### config.mk
export PLATFORM = sky130hd
export DESIGN_NAME = core_seq
export DESIGN_NICKNAME = d
export VERILOG_FILES = /design/src/rtl/core_seq.sv
export SDC_FILE = /design/constraint.sdc
export NUM_CORES = 1
export LEC_CHECK = 0
export CAP_MARGIN = 20
export CORE_ASPECT_RATIO = 1.75
export CORE_MARGIN = 4
export CORE_UTILIZATION = 45
export DETAILED_ROUTE_END_ITERATION = 16
export MAX_ROUTING_LAYER = met4
export PLACE_DENSITY_LB_ADDON = 0.3
export SYNTH_ARGS = -nofsm -noshare
export SYNTH_HDL_FRONTEND = slang
export SYNTH_SLANG_ARGS = --single-unit
### constraint.sdc
create_clock -name clk -period 2.5 [get_ports clk]
set_clock_uncertainty 0.05 [all_clocks]
set_input_delay 0.25 -clock clk [delete_from_list [all_inputs] [get_ports clk]]
set_output_delay 0.25 -clock clk [all_outputs]
set_load 0.05 [all_outputs]
### src/rtl/core_seq.sv
// core_seq: program-load and run sequencer for the mips32 core.
// Streams words into imem, then owns core reset, clock enable and watchdog.
//
// Ports:
//   clk, rst_n           clock, async active-low reset
//   start_load/run_start one-cycle requests (LOAD wins when both are high)
//   abort                return to IDLE from any state
//   ld_valid/ld_data     load stream, ld_last marks the final word
//   ld_ready             high in LOAD (one word per cycle)
//   imem_we/addr/wdata   combinational write port, valid on a handshake
//   core_rst             active-high core reset (high in IDLE/LOAD/CRST)
//   core_clk_en          core clock enable (high only in RUN)
//   hlt_in               halt flag from the core
//   busy/done/timeout    status; timeout = DONE reached via watchdog
//   inst_count           words in the last completed load
//   cycle_count          RUN cycles in the current or last run
//   state                IDLE=0 LOAD=1 CRST=2 RUN=3 DONE=4
module core_seq #(
  parameter int ADDR_W     = 10,
  parameter int MAX_CYCLES = 4096
) (
  input  logic              clk,
  input  logic              rst_n,
  input  logic              start_load,
  input  logic              run_start,
  input  logic              abort,
  input  logic              ld_valid,
  input  logic [31:0]       ld_data,
  input  logic              ld_last,
  output logic              ld_ready,
  output logic              imem_we,
  output logic [ADDR_W-1:0] imem_addr,
  output logic [31:0]       imem_wdata,
  output logic              core_rst,
  output logic              core_clk_en,
  input  logic              hlt_in,
  output logic              busy,
  output logic              done,
  output logic              timeout,
  output logic [ADDR_W:0]   inst_count,
  output logic [31:0]       cycle_count,
  output logic [2:0]        state
);

  typedef enum logic [2:0] {
    S_IDLE = 3'd0,
    S_LOAD = 3'd1,
    S_CRST = 3'd2,
    S_RUN  = 3'd3,
    S_DONE = 3'd4
  } state_e;

  localparam logic [31:0]     LIMIT = 32'(MAX_CYCLES - 1);
  localparam logic [ADDR_W:0] ONE   = (ADDR_W+1)'(1);

  state_e              state_q, state_d;
  logic [ADDR_W-1:0]   wr_ptr_q, wr_ptr_d;
  logic [ADDR_W:0]     icnt_q, icnt_d;
  logic [31:0]         cyc_q, cyc_d;
  logic                tmo_q, tmo_d;

  always_ff @(posedge clk or negedge rst_n) begin
    if (!rst_n) begin
      state_q  <= S_IDLE;
      wr_ptr_q <= '0;
      icnt_q   <= '0;
      cyc_q    <= '0;
      tmo_q    <= 1'b0;
    end else begin
      state_q  <= state_d;
      wr_ptr_q <= wr_ptr_d;
      icnt_q   <= icnt_d;
      cyc_q    <= cyc_d;
      tmo_q    <= tmo_d;
    end
  end

  always_comb begin
    state_d     = state_q;
    wr_ptr_d    = wr_ptr_q;
    icnt_d      = icnt_q;
    cyc_d       = cyc_q;
    tmo_d       = tmo_q;
    ld_ready    = 1'b0;
    imem_we     = 1'b0;
    core_rst    = 1'b1;
    core_clk_en = 1'b0;
    busy        = 1'b0;
    done        = 1'b0;

    unique case (state_q)
      S_IDLE: begin
        if (start_load) begin
          state_d  = S_LOAD;
          wr_ptr_d = '0;
        end else if (run_start) begin
          state_d = S_CRST;
        end
      end

      S_LOAD: begin
        busy     = 1'b1;
        ld_ready = 1'b1;
        if (ld_valid) begin
          imem_we  = 1'b1;
          wr_ptr_d = wr_ptr_q + 1'b1;
          // Stop at the last slot so the pointer never wraps onto word 0.
          if (ld_last || (wr_ptr_q == '1)) begin
            icnt_d  = {1'b0, wr_ptr_q} + ONE;
            state_d = S_IDLE;
          end
        end
      end

      S_CRST: begin
        busy    = 1'b1;
        cyc_d   = '0;
        tmo_d   = 1'b0;
        state_d = S_RUN;
      end

      S_RUN: begin
        busy        = 1'b1;
        core_rst    = 1'b0;
        core_clk_en = 1'b1;
        // Halt takes priority over the watchdog on the same cycle.
        if (hlt_in) begin
          cyc_d   = cyc_q + 32'd1;
          state_d = S_DONE;
        end else if (cyc_q == LIMIT) begin
          tmo_d   = 1'b1;
          state_d = S_DONE;
        end else begin
          cyc_d = cyc_q + 32'd1;
        end
      end

      S_DONE: begin
        core_rst = 1'b0;
        done     = 1'b1;
        if (start_load) begin
          state_d  = S_LOAD;
          wr_ptr_d = '0;
        end else if (run_start) begin
          state_d = S_CRST;
        end
      end

      default: begin
        state_d = S_IDLE;
      end
    endcase

    // An aborted load never publishes its word count.
    if (abort) begin
      state_d = S_IDLE;
      icnt_d  = icnt_q;
    end
  end

  assign imem_addr   = wr_ptr_q;
  assign imem_wdata  = ld_data;
  assign timeout     = tmo_q;
  assign inst_count  = icnt_q;
  assign cycle_count = cyc_q;
  assign state       = state_q;

endmodule

[After elaboration in Yosys (flattened, before gate mapping)]
Cells that the tools add are included.
Storage, ports and cells
  bits in registers: 57
  latch bits: 0
  RAM bits: 0
  memory bits (read-only): 0
  bits of input ports: 40
  output and inout bits: 95
  word-level logic and storage cells: 60
  memories kept: 0
Cells by class
  $add $sub $neg: 3
  multipliers: 0
  div/mod/pow operators: 0
  magnitude comparators: 0
  equal/unequal tests: 15
  shifts and indexed selects: 0
  mux-type cells: 24
  bitwise logic cells: 1
  reduce and logical (&&, ||, !) cells: 12
Operators with widths (count)
  32-bit two-way mux: 2
  32-bit one-hot mux with 2 select lines: 1
  32-bit by 1-bit adder with 32-bit output (second input constant): 1
  32-bit by 12-bit == test with 1-bit output (second input constant): 1
  3-bit two-way mux: 7
  10-bit two-way mux: 2
  10-bit one-hot mux with 2 select lines: 1
  3-bit one-hot mux with 4 select lines: 1
  10-bit by 1-bit adder with 11-bit output (second input constant): 1
  10-bit by 1-bit adder with 10-bit output (second input constant): 1
  10-bit == test (second input constant): 1
  1-bit two-way mux: 9
  3-bit inequality test (second input constant): 3
  4-bit AND reduction: 2
  3-bit by 2-bit == test with 1-bit output (second input constant): 2
  2-bit inequality test (second input constant): 3
  3-bit AND reduction: 2
  4-bit by 1-bit inequality test with 1-bit output (second input constant): 1
  4-bit inequality test (second input constant): 1
  2-bit nonzero test: 2
  2-bit OR reduction: 2
  3-bit by 1-bit == test with 1-bit output (second input constant): 1
  3-bit == test (second input constant): 1
  3-bit logical NOT: 1
  other kinds (6): 6

[Longest topological paths before layout]
  depth after elaboration: 6
  depth in mapped cells: 8
  mapped depth without buffers: 7

[Worst setup path after synthesis]
No wires, ideal clock.
  kind: flip-flop to flip-flop
  start: reg state_q[0], in the netlist state[0]
  end: reg wr_ptr_q[2], in the netlist imem_addr[2]
  library setup time: 0.149 ns
  arrival time: 3.282 ns
  required time: 2.301 ns
  slack: -0.981 ns
  stages on the path, launching flop included: 8
  buffers on the path: 1
  period minus slack after synthesis: 3.481 ns
  path through: dfrtp_1 > nor3b_1 > nand2_1 > inv_1 > clkbuf_1 > a21oi_1 > o21ai_0 > o21ai_0
On the way
  cells in the longest elaborated chain, start to end: 4
  elaborated cells on any way between the ends: 9
  those cells by class: 4 x eq/ne; 1 x mux; 4 x reduce/logical
Ends and longest elaborated chain
  start: declaration: line 56  | state_e state_q, state_d;
  start signal: assignment: line 70  | state_q <= state_d;
  3-bit == test / 3-bit logical NOT (equally long branches): line 91  | unique case (state_q)
  2-bit OR reduction (no source line)
  2-bit by 1-bit inequality test with 1-bit output (no source line) / 2-bit nonzero test (equally long branches)
  3-bit AND reduction (no source line)
  end signal: assignment: line 71  | wr_ptr_q <= wr_ptr_d;
  end: declaration: line 57  | logic [ADDR_W-1:0] wr_ptr_q, wr_ptr_d;
Several ways; a longest one is shown, not always the timed one.
A chain may end at the register's enable or synchronous reset.

[Worst setup path after layout]
  start: reg cyc_q[0], in the netlist cycle_count[0]
  end: reg cyc_q[19], in the netlist cycle_count[19]
On the way
  cells in the longest elaborated chain, start to end: 4
  elaborated cells on any way between the ends: 7
  those cells by class: 1 x add/sub; 2 x eq/ne; 3 x mux; 1 x reduce/logical
Ends and longest elaborated chain
  start: declaration: line 59  | logic [31:0] cyc_q, cyc_d;
  start signal: assignment: line 73  | cyc_q <= cyc_d;
  32-bit by 1-bit adder with 32-bit output: line 128, 134
  32-bit two-way mux: line 130  | end else if (cyc_q == LIMIT) begin
  32-bit two-way mux: line 127  | if (hlt_in) begin
  32-bit one-hot mux with 2 select lines: line 91
Several ways; a longest one is shown, not always the timed one. The select of a mux whose other input is x is not followed.

==> impl_metrics.yaml <==
cts:
  cts.clk_slew.worst_paths_ps: 50
  clkSinkCount: 57
  cts_max_level: 3
  cts_tree: "done"
  cts-root-buf: "clkbuf_16"
  clock_latency_ps: 330
  cts_buffer_depth: 2
  numCtsBuffers: 9
pwr:
  p_per_area_mw_per_mm2: 918
  peakVddDrop_mv: 0.625
  comb_power_share: 0.438
  power_frac_clock: 0.270
  p_sw_mw: 1.78
  p_leak_nw: 1.86
  swShare: 0.422
  power_frac_seq: 0.293
  intPower_mw: 2.43
synth:
  synth_edf_count: 0
  netlist_instances: 408
  ys_types: 47
  synth_ff_type: "dfrtp_1"
  async_reset_ff_frac: 1.00
  yosysWarnings: 0
  netlist.area_leader.share: 0.407
  syn_area_mm2: 0.00350
  ys_ff_latch: 57
  ys_top_cells_by_area: "dfrtp_1 41%, buf_4 6.9%, nand2_1 4.1%, o21ai_0 3.7%, nor2_1 3.4%"
  syn_nets: 450
  synth_top_area_cell: "dfrtp_1"
  syn_avg_cell_area_um2: 8.58
  ys_seq_area_frac: 0.407
setup_path:
  reg2regPathDepth: 6
  crit_fanout: 6
  r2r-start: "cycle_count[0]$_DFFE_PN0P_"
  critPathLaunch: "cycle_count[0]$_DFFE_PN0P_"
  slowest_stage: "or4_4"
  reg2reg_slack_ps: 110
  r2r-end: "cycle_count[19]$_DFFE_PN0P_"
  path_cells: "ha_4 > inv_1 > or4_4 > or4_1 > and4_1 > a221o_1"
  crit_path_end_kind: "register"
  critPathCapture: "cycle_count[19]$_DFFE_PN0P_"
  worstPathRequired_ps: 2660
  arrival_ps: 2550
  start_kind: "register"
  max_stage_delay_ps: 570
  critPathKind: "register to register"
cells_and_area:
  multi_input_area_mm2: 0.00172
  drive_gt1_frac: 0.155
  areaGrowthSynthToFinish_pct: 30.8
  n_fill_cell: 676
  diodes: 0
  regArea_mm2: 0.00144
  final_cell_area_mm2: 0.00458
  finalNetCount: 508
placed_design:
  place_congestion: 0.935
  dp_slack_ps: 131
  hpwlAfterDp_um: 7470
  portBuffers: 70
  place_area_mm2: 0.00429
floorplanning:
  row_count: 42
  start_util: 0.463
  fp.dieH_um: 125
  io_pins: 135
  die_x_um: 74.7
  die-area_mm2: 0.00931
  core-area_mm2: 0.00757
grt:
  antenna_found_initial: 0
  grt_pass1_vias: 3427
  grtUsageTotal: 0.235
  grt_max_degree: 25
  grt_pass1_wl_um: 16600
  grt-ovfl-total: 0
timing:
  setup-tns-final_ps: 0
  fin_ws_ps: 112
  fmax_mhz: 419
  finalCriticalPeriod_ps: 2390
  rsz0062_at_grt: "false"
  finalHoldViolations: 0
  setup_viol: 0
  finalCritPeriodShare: 0.955
  timing.hold.ws_ps: 408
  worst_slew_pin_slew_ps: 725
  drv_slew: 0
  slew_headroom: 0.515
routing:
  wl_per_cell_um: 18.1
  drc: 0
  drt-pass1-iter-count: 4
  vias: 3375
  ant_nets: 0
  wl_um: 10100
  viasPerCell: 6.04
  first_iter_violations: 235
min_path:
  holdCritPathClass: "input port to asynchronous set/reset pin"
status:
  status: "finished clean"
flow_run:
  maxCapViolCount: 0
[power by group through the flow]
stage	clock, mW	sequential [mW]	combinational, mW
floorplan	0	1.81	0.713
global placement	0	1.24	1.82
detailed placement	0	1.25	1.84
CTS	1.15	1.23	1.85
global route	1.19	1.25	1.97
finish	1.13	1.23	1.84
[critical path: cells and delay by family, from the launching register on]
kind,cells,cell delay [ps]
buf+inv,1,60
simple gates,3,1380
fa+ha+maj,1,140
compound gates,1,260
flops,1,380
[kinds of logic after synthesis]
kind of cell / after synthesis / synth area share
AND/OR/NAND/NOR: 165 / 0.249
buffers and inverters: 71 / 0.111
adder cells (fa/ha/maj): 2 / 0.00714
AO/OA/AOI/OAI: 101 / 0.194
multiplexers: 4 / 0.0118
XOR/XNOR: 8 / 0.0200
flip-flops: 57 / 0.407
[synthesized netlist by cell type (3+ instances only)]
| cell type | instances |
|---|---|
| o31ai_1 | 7 |
| o221ai_1 | 4 |
| clkbuf_1 | 21 |
| dfrtp_1 | 57 |
| a211o_1 | 3 |
| a221o_1 | 7 |
| or3_1 | 5 |
| and2_1 | 5 |
| or4_1 | 8 |
| nand4_1 | 11 |
| nor2_1 | 32 |
| o31a_1 | 3 |
| nand3_1 | 10 |
| nor3_1 | 15 |
| mux2i_1 | 3 |
| o21ai_0 | 26 |
| nand2_1 | 38 |
| inv_1 | 16 |
| o211ai_1 | 6 |
| o21a_1 | 3 |
| a31oi_1 | 14 |
| buf_4 | 32 |
| a21oi_1 | 15 |
| a21o_1 | 4 |
| nand2b_1 | 6 |
| and3_1 | 10 |
| xnor2_1 | 7 |
| nor4_1 | 15 |
[sequential cells by signal, indices dropped and copies added, names as in the netlist]
name,flops
cycle_count,32
inst_count,11
imem_addr,10
state,3
timeout,1
[what timing repair did]
action	CTS	global route
gates resized for setup	0	2
setup buffers	0	0
hold endpoints to repair	22	0
setup endpoints to repair	0	3
hold buffers	1	0
[per-stage QoR]
| stage | cells | util | power, mW |
|---|---|---|---|
| after floorplan | 408 | - | 2.52 |
| after global placement | 542 | 0.567 | 3.06 |
| after detailed placement | 542 | 0.567 | 3.09 |
| after CTS | 559 | 0.604 | 4.23 |
| after global routing | 559 | 0.605 | 4.41 |
| final | 559 | 0.605 | 4.20 |
[per-layer routing]
layer	routed length (µm)	track usage
met1	3860	0.255
met2	5250	0.385
met3	700	0.0670
met4	329	0.107
met5	0	-
[cell type report]
| class | count | area share |
|---|---|---|
| Sequential cell | 57 | 0.315 |
| Multi-Input combinational cell | 280 | 0.376 |
| Tap cell | 88 | 0.0240 |
| Inverter | 16 | 0.0131 |
| Clock buffer | 13 | 0.0568 |
| Timing Repair Buffer | 102 | 0.212 |
| Clock inverter | 3 | 0.00328 |
[layout by cell type, fill, tap and decap left out, drive strengths merged, types with 2 or more instances in the layout]
cell type      instances
mux2i                  3
o22a                   2
o21a                   3
a31oi                 14
a221o                  7
ha                     2
nor2                  32
nand2                 38
a211o                  3
o31ai                  7
nand3                 10
a22o                   2
o221ai                 4
o21ai                 26
or3                    5
and3                  10
nand2b                 6
a21oi                 15
dfrtp                 57
xnor2                  7
and2                   5
buf                   35
nor3                  15
nand4                 12
inv                   16
and4                   3
clkbuf                13
clkdlybuf4s50         65
o211ai                 6
nor4                  16
o31a                   3
or4                   10
a21o                   4
clkinv                 3
[worst min path at each step]
stage                     startpoint                           to  cells after the start
final                          rst_n    inst_count[2]$_DFFE_PN0P_                      2
after global routing           rst_n  cycle_count[14]$_DFFE_PN0P_                      2
after CTS                      rst_n  cycle_count[14]$_DFFE_PN0P_                      2
after detailed placement       rst_n    inst_count[2]$_DFFE_PN0P_                      1
after global placement         rst_n    inst_count[0]$_DFFE_PN0P_                      1
after floorplan                rst_n   cycle_count[0]$_DFFE_PN0P_                      0
No activity file was read; power rests on OpenSTA's default activity.
==> RTL change 1 (same flow settings) <==
The parameter `ADDR_W` goes from 10 to 11.
--- a/src/rtl/core_seq.sv
+++ b/src/rtl/core_seq.sv
@@ -16,7 +16,7 @@
 //   cycle_count          RUN cycles in the current or last run
 //   state                IDLE=0 LOAD=1 CRST=2 RUN=3 DONE=4
 module core_seq #(
-  parameter int ADDR_W     = 10,
+  parameter int ADDR_W     = 11,
   parameter int MAX_CYCLES = 4096
 ) (
   input  logic              clk,
Interface: changed (resized imem_addr and inst_count); port bits go from 135 to 137. No check against the original RTL was run, so the function may have changed too.
==> RTL change 1 against the unedited design <==
  * Design area increased by 3.9%
  * Maximum frequency about the same
  * Worst setup slack got worse by 1.2 ps
  * Global-route usage grew 0.10 points
  * Synthesized area grew 4.1%
  * Sequential power increased by 4%
  * Sequential cell count up 2
  * Worst hold slack improved by 19 ps
  * Largest power group unchanged
  * Clock power rose by 9.7%
  * Power is 2.1% lower
  * Cell count rose by 2.9%
  * Wire length increased by 7.6%
  * Highest routed layer unchanged
==> RTL change 1: results <==
group,metric,value,unit
status,outcome,"finished clean",
timing,worst_hold_slack,427.2,ps
final_layout,regArea,1484,sq um
worst_setup_path,crit_family,"buffers and inverters",
synth,synth_common_cells,"59 x dfrtp_1, 38 x nor2_1, 32 x buf_4",
synth,synth_cell_type_count,58,
synth,synth_nets,456,
worst_setup_path,crit_end,"done",
worst_setup_path,rr_worst_depth,7,
floorplan,fp-row-count,43,
global_routing,grt_usage,0.2357,
final_layout,layout.cells.non_filler,575,
synth,synth.area.mux_share,0.005836,
final_layout,clkCellAreaFrac,0.06286,
worst_setup_path,critical_path_arrival,2090,ps
synth,syn_inst,414,
worst_setup_path,critical_path.slowest_cell,"clkdlybuf4s50_1",
final_layout,nMultiInputCombCells,290,
global_routing,grt_max_degree,37,
final_layout,nNetsFinal,522,
global_routing,grt_pass1_wl,18040,um
place,dp.final_hpwl,7876,um
place,port_buffers,72,
timing,maxSlewHeadroom,0.5714,
pwr,irDropWorstVdd,0.5168,mV
place,dpl_cell_area,4442,sq um
final_layout,stdcell_area,4757,sq um
worst_setup_path,slowest_delay,810,ps
final_layout,nNonClkBuffers,111,
place,dp_worst_setup_slack,104.6,ps
detailed_routing,drt_iter0_drc,216,
worst_setup_path,reg2reg_from,"cycle_count[1]",
final_layout,seq_cells,59,
timing,post-route-min-period,2390,ps
synth,synthAdderAreaFrac,0.006866,
==> RTL change 1: cell types whose count changed after synthesis, moves of 6 or more <==
cell	change
o31ai_1	+9
clkbuf_1	-7
nor4_1	-9
nand3_1	+10
a31oi_1	+14
nor2_1	+6
nand2_1	-14
inv_1	-9
==> RTL change 1: logic make-up after synthesis <==
| family | after synthesis |
|---|---|
| compound gates | 112 |
| xor+xnor | 9 |
| fa+ha+maj | 2 |
| buf+inv | 65 |
| flops | 59 |
| mux | 2 |
| simple gates | 165 |
==> RTL change 1: layer usage <==
layer  part of all wire  global-route usage  routed length (um)  vias to the layer above
met1               0.38              0.2547                4112                     1765
met3              0.064             0.05642                 696                       44
met2               0.52              0.3909                5634                      202
met4              0.042              0.1363                 463                        0
met5                  0                   -                   0                        -
li1                   -                   -                   -                     1653
==> RTL change 1: report_power, final <==
group / internal, uW / switching (uW) / leakage [uW]
sequential: 1120 / 153 / 0.000781
clock: 824 / 416 / 0.000147
combinational: 536 / 1060 / 0.00101
==> RTL change 2 (config.mk and constraints unchanged) <==
Made on the original files. Reset style: synchronous (`rst_n`), changed in one clocked block. Comments in the files are not updated.
--- a/src/rtl/core_seq.sv
+++ b/src/rtl/core_seq.sv
@@ -59,7 +59,7 @@
   logic [31:0]         cyc_q, cyc_d;
   logic                tmo_q, tmo_d;
 
-  always_ff @(posedge clk or negedge rst_n) begin
+  always_ff @(posedge clk) begin
     if (!rst_n) begin
       state_q  <= S_IDLE;
       wr_ptr_q <= '0;
Behaviour: differs if rst_n is asserted again (counterexample within 4 cycles, from zero or initial values and one cycle with rst_n low); with rst_n held inactive, the same outputs for 10 cycles.
==> RTL change 2 against the unedited design <==
  * Sequential cell count is the same
  * First-iteration DRC count up 22%
  * Synthesized area is 8.0% lower
  * Wire length fell by 0.56%
  * Design area shrank 6.0%
  * Worst setup slack got worse by 75 ps
Power is not compared: it rests on default switching activity, and its combinational part moved more than twofold at a synthesized area within 25%.
==> RTL change 2: results <==
group,metric,value,unit
detailed_routing,met1_length,3616,um
final_layout,drive_gt1_frac,0.1635,
detailed_routing,viasPerCell,6.080,
synth,synth.area.mux_share,0.01281,
global_routing,grt_pass1_vias,3399,
final_layout,nMultiInputCombCells,287,
place,gp_congestion,0.8770,
detailed_routing,first_pass_iters,6,
hold_path,hp-class,"reg -> reg",
synth,synthArstFlopShare,0,
final_layout,nNetsFinal,514,
timing,post-route-min-period,2464,ps
synth,synth_compound_gate_area_share,0.2430,
global_routing,grt_pass1_wl,16130,um
final_layout,utilization,0.6232,
final_layout,seq_share,0.2706,
synth,synth_top_area_frac,0.3540,
final_layout,layout.cells.non_filler,561,
global_routing,use_met2,0.4205,
synth,synth_cell_type_count,49,
global_routing,use_met3,0.06622,
synth,yosys-top-cells-area,"dfxtp_1 35%, buf_4 7.7%, nor2_1 5.7%, a21oi_1 4.7%, o21ai_0 3.9%",
final_layout,final-nonclk-buf-share,0.2314,
worst_setup_path,r2r_setup_slack,40,ps
final_layout,nNonClkBuffers,103,
global_routing,grtUsageMet1,0.2362,
status,outcome,"finished clean",
global_routing,grt_max_degree,33,
final_layout,nFillCells,624,
place,dpl_cell_area,3981,sq um
synth,syn_inst,416,
synth,synth_nets,458,
final_layout,multi_input_area_share,0.3974,
final_layout,inv_count,14,
floorplan,tapCellCount,84,
synth,synth-xor-area-share,0.02174,
detailed_routing,drt_iter0_drc,287,
worst_setup_path,crit_path_max_fanout,9,
-- RTL change 2: repair_timing --
item                                    4_1_cts  5_1_grt
gates resized for setup                       0        1
buffers inserted                              0        3
endpoints found under the setup margin        0       19
-- RTL change 2: power groups by stage --
stage	Combinational [uW]	Clock (uW)	Sequential [uW]
after global routing	193	1180	923
final	181	1130	923
after detailed placement	169	0	941
after global placement	168	0	941
after CTS	171	1150	923
after floorplan	229	0	956
-- RTL change 2: worst paths after layout --
kind,start,endpoint,cells after the start
worst max-delay path,cycle_count[0],cycle_count[19],9
worst min register to register,inst_count[1],inst_count[1],2
worst min-delay path,inst_count[1],inst_count[1],2
worst max register to register,cycle_count[0],cycle_count[19],9
-- RTL change 2: worst register-to-register path: cells and delay by family (launching register included) --
| family | cells | cell delay [ps] |
|---|---|---|
| flip-flops | 1 | 380 |
| AND/OR/NAND/NOR | 3 | 1120 |
| AO/OA/AOI/OAI | 3 | 330 |
| buffers and inverters | 2 | 330 |
| adder cells (fa/ha/maj) | 1 | 160 |
